==> src/rtl/jt89_ctrl.sv <==
// SN76489-style register file: decodes CPU latch/data bytes into tone, volume and
// noise-control registers, and holds ready low for READY_CYCLES cen ticks after each write.
module jt89_ctrl #(
    parameter int unsigned READY_CYCLES = 32
) (
    input  logic       clk,
    input  logic       rst,
    input  logic       cen,
    input  logic [7:0] din,
    input  logic       wr_n,
    output logic       ready,
    output logic [9:0] tone0,
    output logic [9:0] tone1,
    output logic [9:0] tone2,
    output logic [3:0] vol0,
    output logic [3:0] vol1,
    output logic [3:0] vol2,
    output logic [3:0] vol3,
    output logic [2:0] ctrl3,
    output logic       noise_rst
);

    localparam logic [2:0] ADDR_NOISE = 3'b110;
    localparam logic [7:0] CNT_LOAD   = 8'(READY_CYCLES);

    logic       wr_n_l;
    logic       wr_armed;
    logic [2:0] addr;
    logic [7:0] cnt;
    logic [9:0] tone [3];
    logic [3:0] vol  [4];

    logic       accept;
    logic [2:0] target;

    // A latch byte rewrites only the low nibble of a tone; a data byte the upper six bits.
    function automatic logic [9:0] tone_upd(input logic [9:0] cur, input logic [7:0] d);
        return d[7] ? {cur[9:4], d[3:0]} : {d[5:0], cur[3:0]};
    endfunction

    // wr_n_l comes out of reset high, so wr_armed additionally demands that wr_n has
    // been seen high since reset; a strobe held low across release is not a write.
    always_comb begin
        accept = !wr_n && wr_n_l && wr_armed && ready;
        target = din[7] ? din[6:4] : addr;
    end

    always_ff @(posedge clk or posedge rst) begin
        if (rst) begin
            wr_n_l    <= 1'b1;
            wr_armed  <= 1'b0;
            addr      <= 3'b000;
            ready     <= 1'b1;
            cnt       <= 8'd0;
            ctrl3     <= 3'd0;
            noise_rst <= 1'b0;
            for (int i = 0; i < 3; i++) tone[i] <= 10'd0;
            for (int i = 0; i < 4; i++) vol[i]  <= 4'hF;
        end else begin
            // NOTE: non-blocking throughout so every register samples the pre-edge
            // values of wr_n_l/ready/addr that produced accept and target.
            wr_n_l    <= wr_n;
            noise_rst <= 1'b0;
            if (wr_n) wr_armed <= 1'b1;

            if (accept) begin
                if (din[7]) addr <= din[6:4];
                case (target)
                    3'b000:     tone[0] <= tone_upd(tone[0], din);
                    3'b010:     tone[1] <= tone_upd(tone[1], din);
                    3'b100:     tone[2] <= tone_upd(tone[2], din);
                    ADDR_NOISE: begin
                        ctrl3     <= din[2:0];
                        noise_rst <= 1'b1;
                    end
                    default:    vol[target[2:1]] <= din[3:0];
                endcase
            end

            if (accept && READY_CYCLES != 0) begin
                ready <= 1'b0;
                cnt   <= CNT_LOAD;
            end else if (!ready && cen) begin
                if (cnt == 8'd1) begin
                    ready <= 1'b1;
                    cnt   <= 8'd0;
                end else begin
                    cnt <= cnt - 8'd1;
                end
            end
        end
    end

    assign tone0 = tone[0];
    assign tone1 = tone[1];
    assign tone2 = tone[2];
    assign vol0  = vol[0];
    assign vol1  = vol[1];
    assign vol2  = vol[2];
    assign vol3  = vol[3];

endmodule

==> config.mk <==
export PLATFORM = sky130hd
export DESIGN_NAME = jt89_ctrl
export DESIGN_NICKNAME = d
export VERILOG_FILES = /design/src/rtl/jt89_ctrl.sv
export SDC_FILE = /design/constraint.sdc
export NUM_CORES = 1
export LEC_CHECK = 0
export CAP_MARGIN = 20
export CORE_ASPECT_RATIO = 1.2
export CORE_MARGIN = 1
export CORE_UTILIZATION = 53
export CTS_CLUSTER_DIAMETER = 80
export DETAILED_ROUTE_END_ITERATION = 12
export PLACE_DENSITY_LB_ADDON = 0.05
export SYNTH_ARGS = -nofsm -noshare
export SYNTH_HDL_FRONTEND = slang
export SYNTH_SLANG_ARGS = --single-unit
==> constraint.sdc <==
create_clock -name clk -period 4.19 [get_ports clk]
set_input_delay 0.838 -clock clk [delete_from_list [all_inputs] [get_ports clk]]
set_output_delay 0.838 -clock clk [all_outputs]
set_load 0.02 [all_outputs]
* After elaboration in Yosys (flattened, before gate mapping) *
Cells that the tools add are included.

storage, ports and cells
  input port bits = 12
  output and inout bits = 51
  register bits after elaboration = 64

cells by class
  reduce and logical (&&, ||, !) cells = 20
  bitwise gates (word level) = 3
  muxes and demuxes = 12
  add/sub/neg operators = 1
  equal/unequal tests = 4
  magnitude comparators = 2

operators with widths
  cell                                                                   number
  8-bit two-way mux                                                      3
  3-bit AND reduction                                                    6
  16-bit bitwise mux                                                     1
  4-bit demux with 2-bit select                                          1
  8-bit by 1-bit == test with 1-bit output (second input constant)       1
  8-bit by 1-bit subtractor with 8-bit output (second input constant)    1
  3-bit == test (second input constant)                                  2
  2-bit AND reduction                                                    3
  1-bit logical AND                                                      5
  1-bit two-way mux                                                      5
  4-bit two-way mux                                                      1
  2-bit nonzero test                                                     2
  4-bit OR reduction                                                     1
  3-bit by 2-bit == test with 1-bit output (second input constant)       1
  3-bit greater-or-equal comparator (second input constant)              1
  3-bit zero test                                                        1
  3-bit by 1-bit < comparator with 1-bit output (second input constant)  1
  3-bit two-way mux                                                      1
  2-bit NOT with 3-bit output                                            1
  1-bit zero test                                                        2
  1-bit NOT                                                              2

* Depth between registers and ports, before layout *
Gate-level depths: netlist (run 1).

  depth in word-level cells = 7
  gate-level depth with buffers = 7
  gate-level depth less buffers = 6

* Worst setup path after synthesis (run 1) *
OpenSTA, ideal clock, no wires.

  path kind = input to register
  from = in wr_n
  to = reg tone, in the netlist tone0[0]
  stages on the path = 6
  arrival = 2089 ps
  path buffers = 2
  setup slack = 1975 ps
  required time = 4065 ps
  cells stage by stage = and4b_1 buf_6 nand2_4 or4_1 buf_2 mux2_4

between the ends
  word-level cells in the longest chain between the ends = 5

RTL lines
  element                         RTL line  text
  from (decl)                     10        input logic wr_n,
  1-bit zero test                 44        accept = !wr_n && wr_n_l && wr_armed && ready;
  1-bit logical AND (3 in a row)  44
  3-bit AND reduction (no line)   --
  to (decl)                       30        logic [9:0] tone [3];

Every way passes these cells.
A chain may end at the register's enable or synchronous reset.

* Worst setup path after layout (run 1) *
  from = in wr_n
  to = reg tone, in the netlist tone0[2]

Same word-level chain as after synthesis.

==> flow_summary.toml, run 1 <==
[finish]
nNetsFinal = 272
area.sequential_um2 = 1620
multiInputGateArea_um2 = 1000
fill_cells = 345
post_route_cells_drive_above_1_share_pct = 34.6
diodes = 0
syn_to_final_growth_pct = 31.7

[setup_path]
cp-end-kind = "flop"
start_kind = "input pin"
worst-path-max-fanout = 8
crit_family = "simple AND/OR/NAND/NOR gates"
r2r-start = "ready"
reg2reg_slack_ns = 2.07
reg2reg_depth = 4
arrival_ns = 2.81
crit_chain = "clkdlybuf4s50_1, and4b_1, nand2_4, or4_1, mux2_4"
critPathSlowestCell = "or4_1"
cp_data_required_time_ns = 4.41
path_buf_inv = 1
cpPeakStageDelay_ns = 0.56
cp-startpoint = "wr_n"
r2r_end = "tone0[2]"
worstSetupPathType = "in2reg"

[clock_tree]
cts.repair.resized = 0
cts_buffers = 9
cts_setup_buffers = 0
cts_tree = "yes"
clk_pin_slew_ns = 0.06
cts_buffer_depth = 2
clk_latency_ns = 0.33
cts_root_buffer = "clkbuf_8"
holdBufCountCts = 0
h-tree-depth = 3
cts.sinks = 64

[synthesis]
synth_edf_count = 0
netlist.area_leader.share_pct = 42.7
syn-num-nets = 206
synth_top_area_cell = "dfrtp_1"
synthArstFlopShare_pct = 100
synth.top_cells.by_count = "dfrtp_1, mux2_2, dfstp_2"
post_synth_num_cell_types = 35
synth.area.top_cells = "dfrtp_1, mux2_2, dfstp_2, mux2_4, xor2_1"
synth_warnings = 0
synth_most_common_cell = "dfrtp_1"
yosysSeqAreaShare_pct = 60.2
syn_area_per_cell_um2 = 14.1
yosys_most_used_dff = "dfrtp_1"
synth_area_um2 = 2700
ys_seq_elements = 64
synthCells = 192

[die]
io_pins = 63
dieWidth_um = 67.1
start_util_pct = 55.0
core_um2 = 4900
die_y_um = 80.2
row_count = 28
fp.dieArea_um2 = 5380

[grt]
grt_max_degree = 47
grt_pass1_vias = 1784
antenna_found_initial = 0
grt_pass1_wl_um = 8800
track_usage_pct = 23.0
grt-ovfl-total = 0

[place]
dpl.hpwl_um = 3860
io_buffers = 62
gp_congestion = 0.828

[timing]
maxSlewHeadroom_pct = 61.6
setup_viol = 0
finalClockSkew_ns = 0.00757
final_max_slew_viol_count = 0
finalCritPeriodShare_pct = 61.9
grt_setup_unrepaired = "no"
worst_slew_pin_slew_ns = 0.572
timing.fmax_mhz = 386
fin_crit_ns = 2.59
setup_tns_ns = 0
hold_violations = 0

[route]
vias = 1716
drtAntennaViolNets = 0
first_pass_iters = 4
drt_iter0_drc = 80
drc = 0
routed_wl_um = 5530
routedWlPerCell_um = 17.1
via_per_inst = 5.31

[power_and_ir_drop]
p_seq_share_pct = 43.3
clkPwrFrac_pct = 20.6
power_density_nw_per_um2 = 636
switching_share_pct = 32.8
ir_drop_v = 0.000411
internal_power_uw = 1520
power_switching_uw = 741
fin_total_pwr_uw = 2260
combPwrFrac_pct = 36.1
power_leakage_uw = 0.00162

[min_path]
hp-class = "reg2reg"
min_to = "tone2[6]"
hold_start = "tone2[6]"
holdPathStages = 1

[run]
cap_violations = 0

[run_status]
status = "completed"
[power by group through the flow]
stage                     Sequential, uW  Clock [uW]  Combinational (uW)
after floorplan                     1140           0                 289
after global placement               983           0                 802
after detailed placement             991           0                 815
after CTS                            981         475                 820
after global routing                1010         501                 870
final                                978         465                 816
[registers in the layout, indices dropped and copies added, names as in the netlist]
name and cells:
tone0 10, tone1 10, tone2 10, cnt 8
vol0 4, vol1 4, vol2 4, vol3 4
addr 3, ctrl3 3, noise_rst 1, ready 1
wr_armed 1, wr_n_l 1
[cells by family after synthesis]
group / share of synthesized area [%]
XOR/XNOR: 2.27
buffers and inverters: 2.60
AND/OR/NAND/NOR: 8.44
multiplexers: 22.8
AO/OA/AOI/OAI: 2.83
adder cells (fa/ha/maj): 0.927
flip-flops: 60.2
[area by class of cell]
class,instances,area share [%]
sequential,64,45.7
multi-input combinational,113,28.3
timing repair buffer,65,18.5
clock buffer,12,4.37
tap,60,2.11
clock inverter,4,0.563
inverter,5,0.528
[metal layers]
layer  vias up  part of all wire [%]  global-route usage (%)
li1        809                     -                       -
met1       861                    41                    28.0
met2        38                    52                    37.4
met3         8                   5.4                    7.81
met4         0                   1.2                    7.87
met5         -                     0                       0
[stage by stage]
stage          cell area [um2]  worst slack [ns]  hold WS, ns  std cells  utilization [%]
2_1_floorplan             2700              1.78        0.456        192                -
3_3_place_gp              3360              1.31        0.487        306             68.5
3_5_place_dp              3360              1.26        0.493        306             68.5
4_1_cts                   3530              1.60        0.507        322             72.0
5_1_grt                   3550              1.52        0.521        323             72.4
6_report                  3550              1.60        0.505        323             72.4
[placed cells by master (no fill, tap or decap), types with 2 or more instances in the layout]
cell | netlist | final
o211ai_1 | 3 | 3
dfrtp_1 | 46 | 46
ha_1 | 2 | 2
nor3_1 | 5 | 5
clkbuf_8 | 0 | 11
xor2_1 | 6 | 6
a31oi_1 | 2 | 2
dfstp_2 | 18 | 18
nand2_1 | 5 | 5
mux2_4 | 8 | 8
nand3b_1 | 2 | 2
or4_1 | 2 | 2
or2_2 | 2 | 2
nor2_1 | 12 | 12
clkdlybuf4s50_1 | 0 | 62
and4b_1 | 2 | 2
nand4b_1 | 2 | 2
mux2_2 | 43 | 43
clkinv_2 | 0 | 4
o21ai_0 | 5 | 5
buf_4 | 1 | 2
inv_1 | 5 | 4
[how the worst max path moves through the flow]
stage                     slack [ns]  cells past startpoint  endpoint
after global placement          1.31                      5  tone1[0]
after floorplan                 1.78                      1   addr[0]
after CTS                       1.60                      5  tone0[0]
after global routing            1.52                      4   vol1[3]
final                           1.60                      5  tone0[2]
after detailed placement        1.26                      5  tone0[0]
(Power assumes the default switching activity.)
==> run 2: changes to the inputs <==
--- a/config.mk
+++ b/config.mk
@@ -8,7 +8,7 @@
 export CAP_MARGIN = 20
 export CORE_ASPECT_RATIO = 1.2
 export CORE_MARGIN = 1
-export CORE_UTILIZATION = 53
+export CORE_UTILIZATION = 45
 export CTS_CLUSTER_DIAMETER = 80
 export DETAILED_ROUTE_END_ITERATION = 12
 export PLACE_DENSITY_LB_ADDON = 0.05
==> constraint.sdc (replaced) <==
create_clock -name clk -period 2.3 [get_ports clk]
set_input_delay 0.46 -clock clk [delete_from_list [all_inputs] [get_ports clk]]
set_output_delay 0.46 -clock clk [all_outputs]
set_load 0.02 [all_outputs]
==> run 2 against run 1 <==
Power grew 88%. Critical path type unchanged. Largest power group unchanged. Highest routed layer unchanged. Wire length grew 0.69%. Worst hold slack lost 0.0017 ns. Combinational power grew 83%. First-iteration DRC count shrank 50%. Die area grew 17%. Cell area grew 4.2%. Count of clock-buffer cells in the layout is the same. Register-to-register slack lost 1.7 ns. Via count grew 2.9%. Flip-flop and latch count is the same.
==> flow_summary.toml, run 2 (synthesis results as in run 1) <==
[run_status]
status = "completed"

[clock_tree]
cts_setup_buffers = 0
holdBufCountCts = 0
cts_buffers = 9
cts_root_buffer = "clkbuf_8"
cts_tree = "yes"
cts.repair.resized = 0
clk_pin_slew_ns = 0.07
clk_latency_ns = 0.33
h-tree-depth = 3
cts_buffer_depth = 2
cts.sinks = 64

[route]
first_pass_iters = 4
routed_wl_um = 5570
drtAntennaViolNets = 0
vias = 1765
routed-wl-met2_um = 2680
drt_iter0_drc = 40
via_per_inst = 4.97
met1_length_um = 2530
routedWlPerCell_um = 15.7
wl_met3_um = 264
drc = 0
highest_layer = "met4"

[finish]
nNetsFinal = 284
post_route_cells_drive_above_1_share_pct = 37.8
fill_cells = 452
fin_area_um2 = 3700
diodes = 0
layout_common_cells = "clkdlybuf4s50_1, dfrtp_1, mux2_2"
layout_commonest_cell = "clkdlybuf4s50_1"
syn_to_final_growth_pct = 37.2
final_util_pct = 64.9

[setup_path]
worst-path-max-fanout = 4
cp-end-kind = "flop"
reg2reg_depth = 4
cp_data_required_time_ns = 2.52
arrival_ns = 2.18
worstSetupPathType = "in2reg"
start_kind = "input pin"

[timing]
finalClockSkew_ns = 0.00316
hold_violations = 0
final_max_slew_viol_count = 0
fin_crit_ns = 1.96
setup_viol = 0
maxSlewHeadroom_pct = 68.5
timing.fmax_mhz = 509
grt_setup_unrepaired = "no"
finalCritPeriodShare_pct = 85.4
worst_slack_ns = 0.336
worst_slew_pin_slew_ns = 0.471

[power_and_ir_drop]
fin_total_pwr_uw = 4240
power_density_nw_per_um2 = 1150
ir_drop_v = 0.000648
power_leakage_uw = 0.00169

[die]
start_util_pct = 47.3
fp.dieArea_um2 = 6310
core_um2 = 5710
die_y_um = 86.8
dieWidth_um = 72.7
row_count = 30
io_pins = 63

[run]
cap_violations = 0

[grt]
grt_max_degree = 65
grt_pass1_wl_um = 8980
grt_pass1_vias = 1811
track_usage_pct = 19.4
antenna_found_initial = 0
grt-ovfl-total = 0

[place]
dpl.hpwl_um = 3840
gp_congestion = 0.775
dp_slack_ns = -0.000749
io_buffers = 62
placed_area_um2 = 3490

[min_path]
hp-class = "in2async"
## run 2: critical path, stage by stage
cell	delay, ns
clkdlybuf4s50_1	0.42
and4b_1	0.34
nand2_4	0.07
or4_1	0.54
mux2_4	0.35
## run 2: worst paths after layout
| path | from | slack [ns] | to |
|---|---|---|---|
| hold / removal | rst | 0.50 | tone1[8] |
| max in group asynchronous | rst | 1.47 | ready |
| setup / recovery | wr_n | 0.34 | tone0[0] |
| min in group clk | wr_armed | 0.50 | wr_armed |
| hold reg to reg | wr_armed | 0.50 | wr_armed |
| setup reg to reg | ready | 0.39 | tone0[0] |
## run 2: per-stage QoR
stage,hold WS (ns),TNS [ns],std cells
finish,0.503,0,355
global placement,0.486,0,339
CTS,0.508,0,355
detailed placement,0.488,-0.000749,339
global route,0.523,0,355
floorplan,0.456,0,192
## run 2: power by group
part | switching, uW | internal (uW) | leakage [uW] | total [uW]
registers | 237 | 1540 | 0.000795 | 1770
logic | 696 | 799 | 0.000785 | 1490
clock network | 427 | 547 | 0.000113 | 974
## run 2: metal layers
metal	up-vias	track usage (%)
li1	831	-
met1	893	25.4
met2	33	29.7
met3	8	6.40
met4	0	8.20
met5	-	0
## run 2: cell type report
class | count | area, um2 | share of cell area [%]
flip-flops and latches | 64 | 1620 | 43.9
multi-input cells | 113 | 1000 | 27.1
repair buffers | 77 | 746 | 20.1
clock buffers | 12 | 188 | 5.07
well taps | 80 | 100 | 2.70
clock inverters | 4 | 21.3 | 0.575
inverters | 5 | 18.8 | 0.507
